===== src/rtl/pixel_dispatcher_if.sv =====
// Coordinate offer channel between the pixel dispatcher and its ray-tracing cores.
interface pixel_dispatcher_if #(
  parameter int unsigned MAX_CORES = 2,
  parameter int unsigned COORD_W   = 13
);
  logic [MAX_CORES-1:0] core_valid;
  logic [MAX_CORES-1:0] core_ready;
  logic [COORD_W-1:0]   x_out;
  logic [COORD_W-1:0]   y_out;

  modport master (output core_valid, x_out, y_out, input core_ready);
  modport slave  (input core_valid, x_out, y_out, output core_ready);
endinterface


===== src/rtl/pixel_dispatcher.sv =====
// Walks a frame in raster order and offers each pixel coordinate to the active
// cores in strict round-robin, one transfer per valid/ready handshake.
module pixel_dispatcher #(
  parameter int unsigned MAX_CORES = 2,
  parameter int unsigned COORD_W   = 13
) (
  input  logic                   aclk,
  input  logic                   areset,
  input  logic                   start,
  input  logic                   abort,
  input  logic [COORD_W-1:0]     image_width,
  input  logic [COORD_W-1:0]     image_height,
  input  logic [2:0]             no_of_extra_cores,
  pixel_dispatcher_if.master     core_if,
  output logic                   busy,
  output logic                   frame_done,
  output logic [2*COORD_W-1:0]   pixels_sent
);

  typedef enum logic [1:0] {IDLE, DISPATCH, DONE} state_t;

  localparam logic [2:0] MAX_LAST = 3'(MAX_CORES - 1);

  state_t               state, next_state;
  logic [COORD_W-1:0]   width, height;
  logic [COORD_W-1:0]   x, y;
  logic [2:0]           cur_core, last_core;
  logic                 xfer;
  logic                 last_col, last_pix;

  // Valid depends only on registered state, so ready never reaches it.
  always_comb begin
    core_if.core_valid = '0;
    for (int unsigned i = 0; i < MAX_CORES; i++) begin
      core_if.core_valid[i] = (state == DISPATCH) && (cur_core == 3'(i));
    end
  end

  assign core_if.x_out = x;
  assign core_if.y_out = y;
  assign busy          = (state == DISPATCH);
  assign frame_done    = (state == DONE);

  assign xfer     = |(core_if.core_valid & core_if.core_ready);
  assign last_col = (x == width - COORD_W'(1));
  assign last_pix = last_col && (y == height - COORD_W'(1));

  always_ff @(posedge aclk or posedge areset) begin
    if (areset) state <= IDLE;
    else        state <= next_state;
  end

  always_comb begin
    next_state = state;
    case (state)
      IDLE: begin
        if (start) begin
          if ((image_width == '0) || (image_height == '0)) next_state = DONE;
          else                                             next_state = DISPATCH;
        end
      end
      DISPATCH: begin
        if (abort)                 next_state = IDLE;
        else if (xfer && last_pix) next_state = DONE;
      end
      DONE:    next_state = IDLE;
      default: next_state = IDLE;
    endcase
  end

  always_ff @(posedge aclk or posedge areset) begin
    if (areset) begin
      width       <= '0;
      height      <= '0;
      last_core   <= '0;
      x           <= '0;
      y           <= '0;
      cur_core    <= '0;
      pixels_sent <= '0;
    end else begin
      case (state)
        IDLE: begin
          if (start) begin
            width       <= image_width;
            height      <= image_height;
            last_core   <= (no_of_extra_cores > MAX_LAST) ? MAX_LAST : no_of_extra_cores;
            x           <= '0;
            y           <= '0;
            cur_core    <= '0;
            pixels_sent <= '0;
          end
        end
        DISPATCH: begin
          // A transfer coinciding with abort still advances the count.
          if (xfer) begin
            pixels_sent <= pixels_sent + (2*COORD_W)'(1);
            if (last_col) begin
              x <= '0;
              y <= y + COORD_W'(1);
            end else begin
              x <= x + COORD_W'(1);
            end
            cur_core <= (cur_core == last_core) ? 3'd0 : cur_core + 3'd1;
          end
        end
        default: ;
      endcase
    end
  end

endmodule


===== src/flat_wrapper.sv =====
// flat-port wrapper written by rule: the top's interface ports become plain ports
module pixel_dispatcher_flat 
#(
  parameter int unsigned MAX_CORES = 2,
  parameter int unsigned COORD_W   = 13
)
  (aclk, areset, start, abort, image_width, image_height, no_of_extra_cores, busy, frame_done, pixels_sent, core_if_core_valid, core_if_x_out, core_if_y_out, core_if_core_ready);
  pixel_dispatcher_if #(.MAX_CORES(MAX_CORES), .COORD_W(COORD_W)) core_if_i ();
  input  logic aclk;
  input  logic areset;
  input  logic start;
  input  logic abort;
  input  logic [COORD_W-1:0] image_width;
  input  logic [COORD_W-1:0] image_height;
  input  logic [2:0] no_of_extra_cores;
  output logic busy;
  output logic frame_done;
  output logic [2*COORD_W-1:0] pixels_sent;
  output wire logic [$bits(core_if_i.core_valid)-1:0] core_if_core_valid;
  output wire logic [$bits(core_if_i.x_out)-1:0] core_if_x_out;
  output wire logic [$bits(core_if_i.y_out)-1:0] core_if_y_out;
  input wire logic [$bits(core_if_i.core_ready)-1:0] core_if_core_ready;
  assign core_if_core_valid = core_if_i.core_valid;
  assign core_if_x_out = core_if_i.x_out;
  assign core_if_y_out = core_if_i.y_out;
  assign core_if_i.core_ready = core_if_core_ready;
  pixel_dispatcher #(.MAX_CORES(MAX_CORES), .COORD_W(COORD_W)) u_core (.aclk(aclk), .areset(areset), .start(start), .abort(abort), .image_width(image_width), .image_height(image_height), .no_of_extra_cores(no_of_extra_cores), .core_if(core_if_i), .busy(busy), .frame_done(frame_done), .pixels_sent(pixels_sent));
endmodule

===== config.mk =====
export PLATFORM = sky130hd
export DESIGN_NAME = pixel_dispatcher_flat
export DESIGN_NICKNAME = d
export VERILOG_FILES = /design/src/rtl/pixel_dispatcher_if.sv /design/src/rtl/pixel_dispatcher.sv /design/src/flat_wrapper.sv
export SDC_FILE = /design/constraint.sdc
export NUM_CORES = 1
export LEC_CHECK = 0
export ABC_AREA = 1
export CORE_AREA = 3 3 130 82
export DETAILED_ROUTE_END_ITERATION = 10
export DIE_AREA = 0 0 133 85
export MAX_ROUTING_LAYER = met4
export PLACE_DENSITY = 0.85
export SKIP_CTS_REPAIR_TIMING = 1
export SLEW_MARGIN = 5
export SYNTH_ARGS = -nofsm -noshare
export SYNTH_HDL_FRONTEND = slang
export SYNTH_SLANG_ARGS = --single-unit

===== constraint.sdc =====
create_clock -name aclk -period 7.8 [get_ports aclk]
set_clock_uncertainty 0.05 [all_clocks]
set_input_delay 1.17 -clock aclk [delete_from_list [all_inputs] [get_ports aclk]]
set_output_delay 1.17 -clock aclk [all_outputs]
set_load 0.005 [all_outputs]

Word level (Yosys, flattened, before mapping)
Index checks and enable logic that the tools add are counted.
{"block": "totals", "input_bits": 35, "register_bits": 86}
{"block": "op_classes", "eq_ne": 10, "n_mux": 20, "n_addsub": 6, "n_reduce_logical": 15, "bitwise_logic": 1, "order_cmp": 1}
{"op": "$mux 13", "count": 5}
{"op": "$mux 26", "count": 2}
{"op": "$pmux 13 s2", "count": 2}
{"op": "$pmux 26 s2", "count": 1}
{"op": "$add 13x1->13 const B", "count": 2}
{"op": "$add 26x1->26 const B", "count": 1}
{"op": "$eq 13x13->1", "count": 2}
{"op": "$logic_not 13->1", "count": 2}
{"op": "$sub 13x1->13 const B", "count": 2}
{"op": "$mux 3", "count": 4}
{"op": "$mux 2", "count": 4}
{"op": "$pmux 3 s2", "count": 1}
{"op": "$logic_and 1x1->1", "count": 4}
{"op": "$ne 2x1->1 const B", "count": 2}
{"op": "$pmux 2 s2", "count": 1}
{"op": "$reduce_and 2->1", "count": 2}
{"op": "$reduce_and 4->1", "count": 1}
{"op": "$add 3x1->3 const B", "count": 1}
{"op": "$eq 3x1->1 const B", "count": 1}
{"op": "$eq 3x3->1", "count": 1}
{"op": "$gt 3x1->1 const B", "count": 1}
{"op": "$logic_not 3->1", "count": 1}
{"op": "$ne 3x2->1 const B", "count": 1}
{"op": "$reduce_and 3->1", "count": 1}
{"op": "other kinds (8)", "count": 8}

Depth between registers and ports, before layout
Gate-level depths: netlist of the first run.
{"block": "depth", "depth_word": 8, "depth_mapped": 16}

Worst setup path before layout of the first run
No wires, ideal clock.
{"block": "synth_timing", "path_type": "reg2out", "start": "register u_core.state[1]", "end": "output port core_if_core_valid[0]", "stages_incl_launch_ff": 5, "required_time_ps": 6580, "setup_slack_ps": 5387, "arrival_time_ps": 1193, "cell_sequence": "dfrtp_1 -> nor2_4 -> clkinv_1 -> clkbuf_1 -> nor2_1"}
{"block": "synth_via", "elab_chain_cells": 2}
{"element": "from (decl)", "line_no": "pixel_dispatcher.sv:24", "text": "state_t state, next_state;"}
{"element": "from (signal assigned)", "line_no": "pixel_dispatcher.sv:50", "text": "else state <= next_state;"}
{"element": "$eq 2x1->1"}
{"element": "via busy", "line_no": "flat_wrapper.sv:16", "text": "output logic busy;"}
{"element": "$logic_and 1x1->1", "line_no": "pixel_dispatcher.sv:35", "text": "core_if.core_valid[i] = (state == DISPATCH) && (cur_core == 3'(i));"}
{"element": "to (decl)", "line_no": "flat_wrapper.sv:19", "text": "output wire logic [$bits(core_if_i.core_valid)-1:0] core_if_core_valid;"}
The timed path passes the listed nets, and every way through them passes these cells.

Worst setup path after layout of the first run
{"block": "layout_timing", "start": "input port start", "end": "register u_core.x[2] (netlist: u_core.core_if.x_out[2])"}
{"block": "layout_via", "elab_chain_cells": 2}
{"element": "from (decl)", "line_no": "flat_wrapper.sv:11", "text": "input logic start;"}
{"element": "$ne 2x2->1 (no source line)"}
{"element": "$reduce_and 3->1 (no source line)"}
{"element": "to (signal assigned)", "line_no": "pixel_dispatcher.sv:101", "text": "x <= x + COORD_W'(1);"}
{"element": "to (decl)", "line_no": "pixel_dispatcher.sv:26", "text": "logic [COORD_W-1:0] x, y;"}
Every way passes these cells.
A chain may end at the register's enable or synchronous reset.

==> impl_results.md, run 1 <==
* Hold slack at 0.4660 ns
* Post-layout util at 0.7035
* CTS tree: built
* Vias at 5585
* Critical Path RT at 8.01 ns
* CP endpoint kind: flop
* Switching share of power at 0.4312
* Remaining antenna violation count at 0
* Period utilization at 0.5020
* Layout Area Growth over Synthesis at 23.31%
* Worst-path fanout max at 49
* GRT Util Overall at 0.2855
* CTS root buf: clkbuf_16
* Starting density of the core at 0.5705
* Final-report max-slew violation count at 0
* Final WL at 15490 um
* Worst rel slew slack at 0.2793
* Core Area at 9634 um2
* Outcome: finished clean
* TNS Setup at 0 ns
* Top cells by area, synth: dfrtp_1 39%, nand2_1 16%, inv_1 6.5%
* WL/cell at 15.29 um
* Commonest non-fill, non-tap cell in the layout: nand2_1
* Share of the yosys chip area belonging to registers at 0.3915
* DRC violations left at 0
* Met3 Resource Use GR at 0.06517
* Max Clk Rate at 0.2554 GHz
* Vias in the first global route at 5210
* Post-Syn Area at 5497 um2
* Die W at 133 um
* Seq pwr share at 0.361
* Mean post-synth cell area at 6.949 um2
* Total congestion overflow at 0
* Final hold vios at 0
* Layout Nets at 916
* Startpoint class of the critical path: primary input
* Fin crit period at 3.915 ns
* Skew-Pair Late Insertion Delay at 0.34 ns
* Number of synthesized register bits at 86
* Boundary pin count at 91
* Post-Layout Cell Count at 1013
* Clock share of power at 0.235
* Worst Hold Class: flop to flop
* Post-Synthesis Net Count at 834
* Initial antenna violation count at 0
* Design Area, Final at 6778 um2
* P_leak at 3.105 nW
* P_sw at 0.7684 mW
* Fillers at 747
* Hold Crit Start: u_core.last_core[2]
* Most frequent cells in the layout: 234 x nand2_1, 94 x inv_1, 90 x clkdlybuf4s50_1, 86 x dfrtp_1, 82 x nor2_1
* Synth unique cells at 40
* First-pass GRT wire length at 25450 um
* Pint at 1.013 mW
* Unrepaired setup endpoints after global routing: false
* Largest net degree at the start of global routing at 85
* Kind of critical path: primary input to flop
* Via density at 5.513
* # Max-Cap Violations at 0
* Max H-tree Level at 3
* Pin slew with the least headroom to its limit at 1.081 ns
* Placer Congestion at 0.9210
* Post-Place Cell Area at 6484 um2
* Dpl hpwl at 11420 um
* Leading area contributor after synthesis: dfrtp_1
* FF-to-FF Start: u_core.state[1]
* 1st-iter DRT viols at 435
* Die height at 85 um
* Cells after Synth at 791
* TritonCTS buffer count at 9
* Worst-case clock buffer depth at 2
* R2R setup slack at 4.58 ns
* Port Buf Inserts at 90
* Pre-CTS setup slack at 3.567 ns
* Diode count at 0
* Worst Setup SP: start
* TritonCTS sink count at 86
* Power Dens Cells at 262.9 nW/um2
* Yosys warns at 0
* Yosys top cell area share at 0.3915
* Final critical-path setup slack at 3.885 ns
* CP Data Arrival Time at 4.13 ns
* Final setup violation count at 0
* Drt pass-1 iters at 6
* Total power at 1.782 mW
* Layout cells sized above 1 at 0.03759
* Combinational Power Share at 0.404
* Worst-path clk slew at 0.07 ns
* M1 GR Usage at 0.4132
* Dpl cells at 997
* Row cnt at 28
* Total Die Area at 11310 um2
* GR peak layer: met2
* IR drop worst, VDD at 182.2 uV
* Met2 usage at 0.4153
[final timing paths]
path | end | cells past startpoint
setup reg to reg | u_core.core_if.x_out[2] | 8
setup / recovery | u_core.core_if.x_out[2] | 8
min in group asynchronous | u_core.core_if.x_out[9] | 2
max in group asynchronous | u_core.width[7] | 3
hold reg to reg | u_core.last_core[2] | 2
hold / removal | u_core.last_core[2] | 2
[layout make-up]
cell class | instances | area (um2) | share of cell area
inverters | 97 | 367.9 | 0.05427
well taps | 135 | 168.9 | 0.02492
multi-input cells | 587 | 2879 | 0.4248
clock buffers | 11 | 252.7 | 0.03729
flip-flops and latches | 86 | 2152 | 0.3175
clock inverters | 5 | 41.29 | 0.006092
repair buffers | 92 | 915.9 | 0.1351
[registers in the layout, summed over array words and instances, names as in the netlist]
register              cells
u_core.pixels_sent       26
u_core.core_if.x_out     13
u_core.core_if.y_out     13
u_core.height            13
u_core.width             13
u_core.cur_core           3
u_core.last_core          3
u_core.state              2
[cells in the mapped netlist]
cell type	count
a21o_1	1
a21oi_1	25
a21oi_2	1
a2bb2oi_1	1
a311oi_1	1
a31oi_1	1
and2_1	1
buf_2	4
buf_4	2
buf_6	1
clkbuf_1	14
clkinv_1	1
dfrtp_1	86
ha_1	8
inv_1	95
inv_4	1
nand2_1	234
nand2_2	4
nand2_8	1
nand3_1	58
nand3_2	1
nand3b_1	7
nand4_1	15
nand4_2	2
nor2_1	82
nor2_2	1
nor2_4	1
nor3_1	35
nor4_1	8
o21a_1	1
o21ai_0	46
o21ai_1	2
o22ai_1	4
o311ai_0	1
o31ai_1	3
or2_0	1
or2_2	2
or3_1	1
xnor2_1	8
xor2_1	30
[routing by layer]
layer,vias up,wire [um]
li1,2712,-
met1,2569,7229
met2,290,6630
met3,14,1516
met4,0,112
met5,-,0
[cell families after synthesis]
logic type | share of synthesized area
AND/OR/NAND/NOR | 0.3597
buffers and inverters | 0.08468
AO/OA/AOI/OAI | 0.08536
flip-flops | 0.3915
XOR/XNOR | 0.06055
adder cells (fa/ha/maj) | 0.01821
[power groups by stage]
stage | clock [mW] | combinational (mW) | sequential [mW]
6_report | 0.419 | 0.719 | 0.644
2_1_floorplan | 0 | 0.526 | 0.611
4_1_cts | 0.424 | 0.709 | 0.638
3_5_place_dp | 0 | 0.706 | 0.641
3_3_place_gp | 0 | 0.674 | 0.641
5_1_grt | 0.443 | 0.818 | 0.653
[critical path, cell delays in order]
cell and delay, ns:
clkdlybuf4s50_1 0.42, nand2_1 0.79, inv_1 0.09, buf_4 0.32, nor2_1 0.71, nor3_1 0.15, or2_2 0.33, a21oi_1 0.13
Note: power is estimated with default switching activity, not from simulation.
==> inputs of run 2 (changes only) <==
--- a/config.mk
+++ b/config.mk
@@ -6,11 +6,11 @@
 export NUM_CORES = 1
 export LEC_CHECK = 0
 export ABC_AREA = 1
-export CORE_AREA = 3 3 130 82
+export CORE_AREA = 3 3 135 85
 export DETAILED_ROUTE_END_ITERATION = 10
-export DIE_AREA = 0 0 133 85
+export DIE_AREA = 0 0 138 88
 export MAX_ROUTING_LAYER = met4
-export PLACE_DENSITY = 0.85
+export PLACE_DENSITY = 0.79
 export SKIP_CTS_REPAIR_TIMING = 1
 export SLEW_MARGIN = 5
 export SYNTH_ARGS = -nofsm -noshare
==> constraint.sdc (replaced) <==
create_clock -name aclk -period 3.85 [get_ports aclk]
set_clock_uncertainty 0.05 [all_clocks]
set_input_delay 0.5775 -clock aclk [delete_from_list [all_inputs] [get_ports aclk]]
set_output_delay 0.5775 -clock aclk [all_outputs]
set_load 0.005 [all_outputs]
==> run 2 against run 1 <==
  * Die area increased by 7.4%
  * Wire length increased by 6.3%
  * Largest power group unchanged
  * Sequential share of layout area decreased by 0.35 points
  * Via count increased by 0.84%
  * Power increased by 110%
  * Clock power increased by 130%
  * Global-route usage increased by 0.27 points
  * Cell count increased by 0.89%
  * Design area increased by 1.1%
  * Register-to-register slack got worse by 3.3 ns
  * Critical path depth decreased by 3
  * Non-clock buffer count increased by 5
==> impl_results.md, run 2 (synthesis gave the netlist of run 1 again) <==
* Outcome: finished clean
* Period utilization at 0.6952
* WL/cell at 16.11 um
* Port Buf Inserts at 90
* Worst-case clock buffer depth at 2
* Final WL at 16460 um
* P_leak at 3.147 nW
* Startpoint class of the critical path: flop
* TritonCTS buffer count at 9
* Dpl hpwl at 12370 um
* IR drop worst, VDD at 366.9 uV
* CP endpoint kind: output port
* Slowest-stage cell, CP: clkdlybuf4s50_1
* Layout Nets at 921
* Worst Setup SP: u_core.state[1]
* Worst Hold Class: flop to flop
* Total Die Area at 12140 um2
* Layout Area Growth over Synthesis at 24.70%
* Pin slew with the least headroom to its limit at 0.8667 ns
* Via density at 5.511
* TNS Setup at 0 ns
* Final hold vios at 0
* Fin crit period at 2.677 ns
* Final setup violation count at 0
* Unrepaired setup endpoints after global routing: false
* Max Clk Rate at 0.3736 GHz
* Worst-path clk slew at 0.07 ns
* Initial antenna violation count at 0
* GRT Util Overall at 0.2882
* Reg with most FFs: u_core.pixels_sent
* Boundary pin count at 91
* Critical Path RT at 3.22 ns
* DRC violations left at 0
* Met2 usage at 0.3854
* Core Area at 10380 um2
* CTS tree: built
* Kind of critical path: flop to output port
* Vias at 5632
* Register area at 2152 um2
* Skew-Pair Late Insertion Delay at 0.35 ns
* Row cnt at 29
* Crit path max-delay family: buffers and inverters
* Vias in the first global route at 5292
* Drt pass-1 iters at 5
* Largest net degree at the start of global routing at 49
* Hold Crit Start: u_core.last_core[2]
* Placer Congestion at 0.9271
* Diode count at 0
* Max H-tree Level at 3
* Multi-input logic area at 2879 um2
* Met3 Resource Use GR at 0.07583
* Cell Chain, Critical Path: nor2_4 -> clkinv_1 -> buf_4 -> nor2_1 -> clkdlybuf4s50_1
* Fillers at 908
* Commonest non-fill, non-tap cell in the layout: nand2_1
* Power Dens Cells at 551.0 nW/um2
* # Max-Cap Violations at 0
* Max FFs per register at 26
* Die height at 88 um
* First-pass GRT wire length at 27230 um
* Starting density of the core at 0.5297
* Worst rel slew slack at 0.4169
* CP Data Arrival Time at 2.05 ns
* Worst-path fanout max at 19
* Layout cells sized above 1 at 0.04304
* FF-to-FF Start: u_core.width[0]
* GR peak layer: met1
* 1st-iter DRT viols at 475
* M1 GR Usage at 0.4338
* Final-report max-slew violation count at 0
* Total power at 3.777 mW
* Remaining antenna violation count at 0
* Most frequent cells in the layout: 234 x nand2_1, 94 x inv_1, 90 x clkdlybuf4s50_1, 86 x dfrtp_1, 82 x nor2_1
* TritonCTS sink count at 86
* Slowest cell delay on critical path at 0.51 ns
* Buf+Inv Stages, Crit Path at 3
* Die W at 138 um
* Total congestion overflow at 0
* CTS root buf: clkbuf_16
-- run 2: cell types whose count changed in the layout (fill, tap and decap cells not counted), sizes merged --
cell | previous run | this run
buf | 2 | 7
bufinv | 0 | 2
clkbuf | 11 | 9
inv | 96 | 98
clkinvlp | 2 | 1
clkinv | 4 | 3
-- run 2: final timing paths --
check	cells past startpoint	to	slack, ns
worst max-delay path	5	core_if_core_valid[1]	1.17
worst min-delay path	2	u_core.last_core[2]	0.46
worst max register to register	13	u_core.core_if.y_out[9]	1.33
worst min register to register	2	u_core.last_core[2]	0.46
max in group asynchronous	3	u_core.core_if.y_out[11]	2.41
min in group asynchronous	2	u_core.width[10]	0.53
-- run 2: area by class of cell --
class                           instances  area share
Clock inverter                          7     0.01497
Clock buffer                            9     0.03286
Tap cell                              139     0.02537
Sequential cell                        86      0.3140
Multi-Input combinational cell        587      0.4200
Timing Repair Buffer                   97      0.1391
Inverter                               97     0.05367
-- run 2: layer usage --
metal,vias up,share of wire
met1,2639,0.49
met2,259,0.40
met4,0,0.010
li1,2720,-
met3,14,0.10
met5,-,0
-- run 2: power by group --
part           switching [mW]  internal (mW)  total (mW)
clock                   0.390          0.577       0.966
sequential              0.231           1.07        1.31
combinational           0.985          0.520        1.51
total                    1.61           2.17        3.78
-- run 2: stage by stage --
stage          setup WS (ns)  instances  instance area (um2)  hold WS [ns]  utilization
3_5_place_dp           1.239       1006                 6526        0.4503       0.6289
2_1_floorplan          1.001        791                 5497        0.4195            -
3_3_place_gp           1.338       1006                 6526        0.4385       0.6289
5_1_grt               0.9979       1022                 6854        0.4898       0.6605
4_1_cts                1.184       1022                 6854        0.4615       0.6605
6_report               1.173       1022                 6854        0.4613       0.6605
-- run 2: worst register-to-register path, delay by kind of cell (launching register included) --
kind,cells,cell delay [ns]
and+or+nand+nor,10,1.35
buffers and inverters,2,0.42
DFF,1,0.40
adders and majority gates,1,0.24
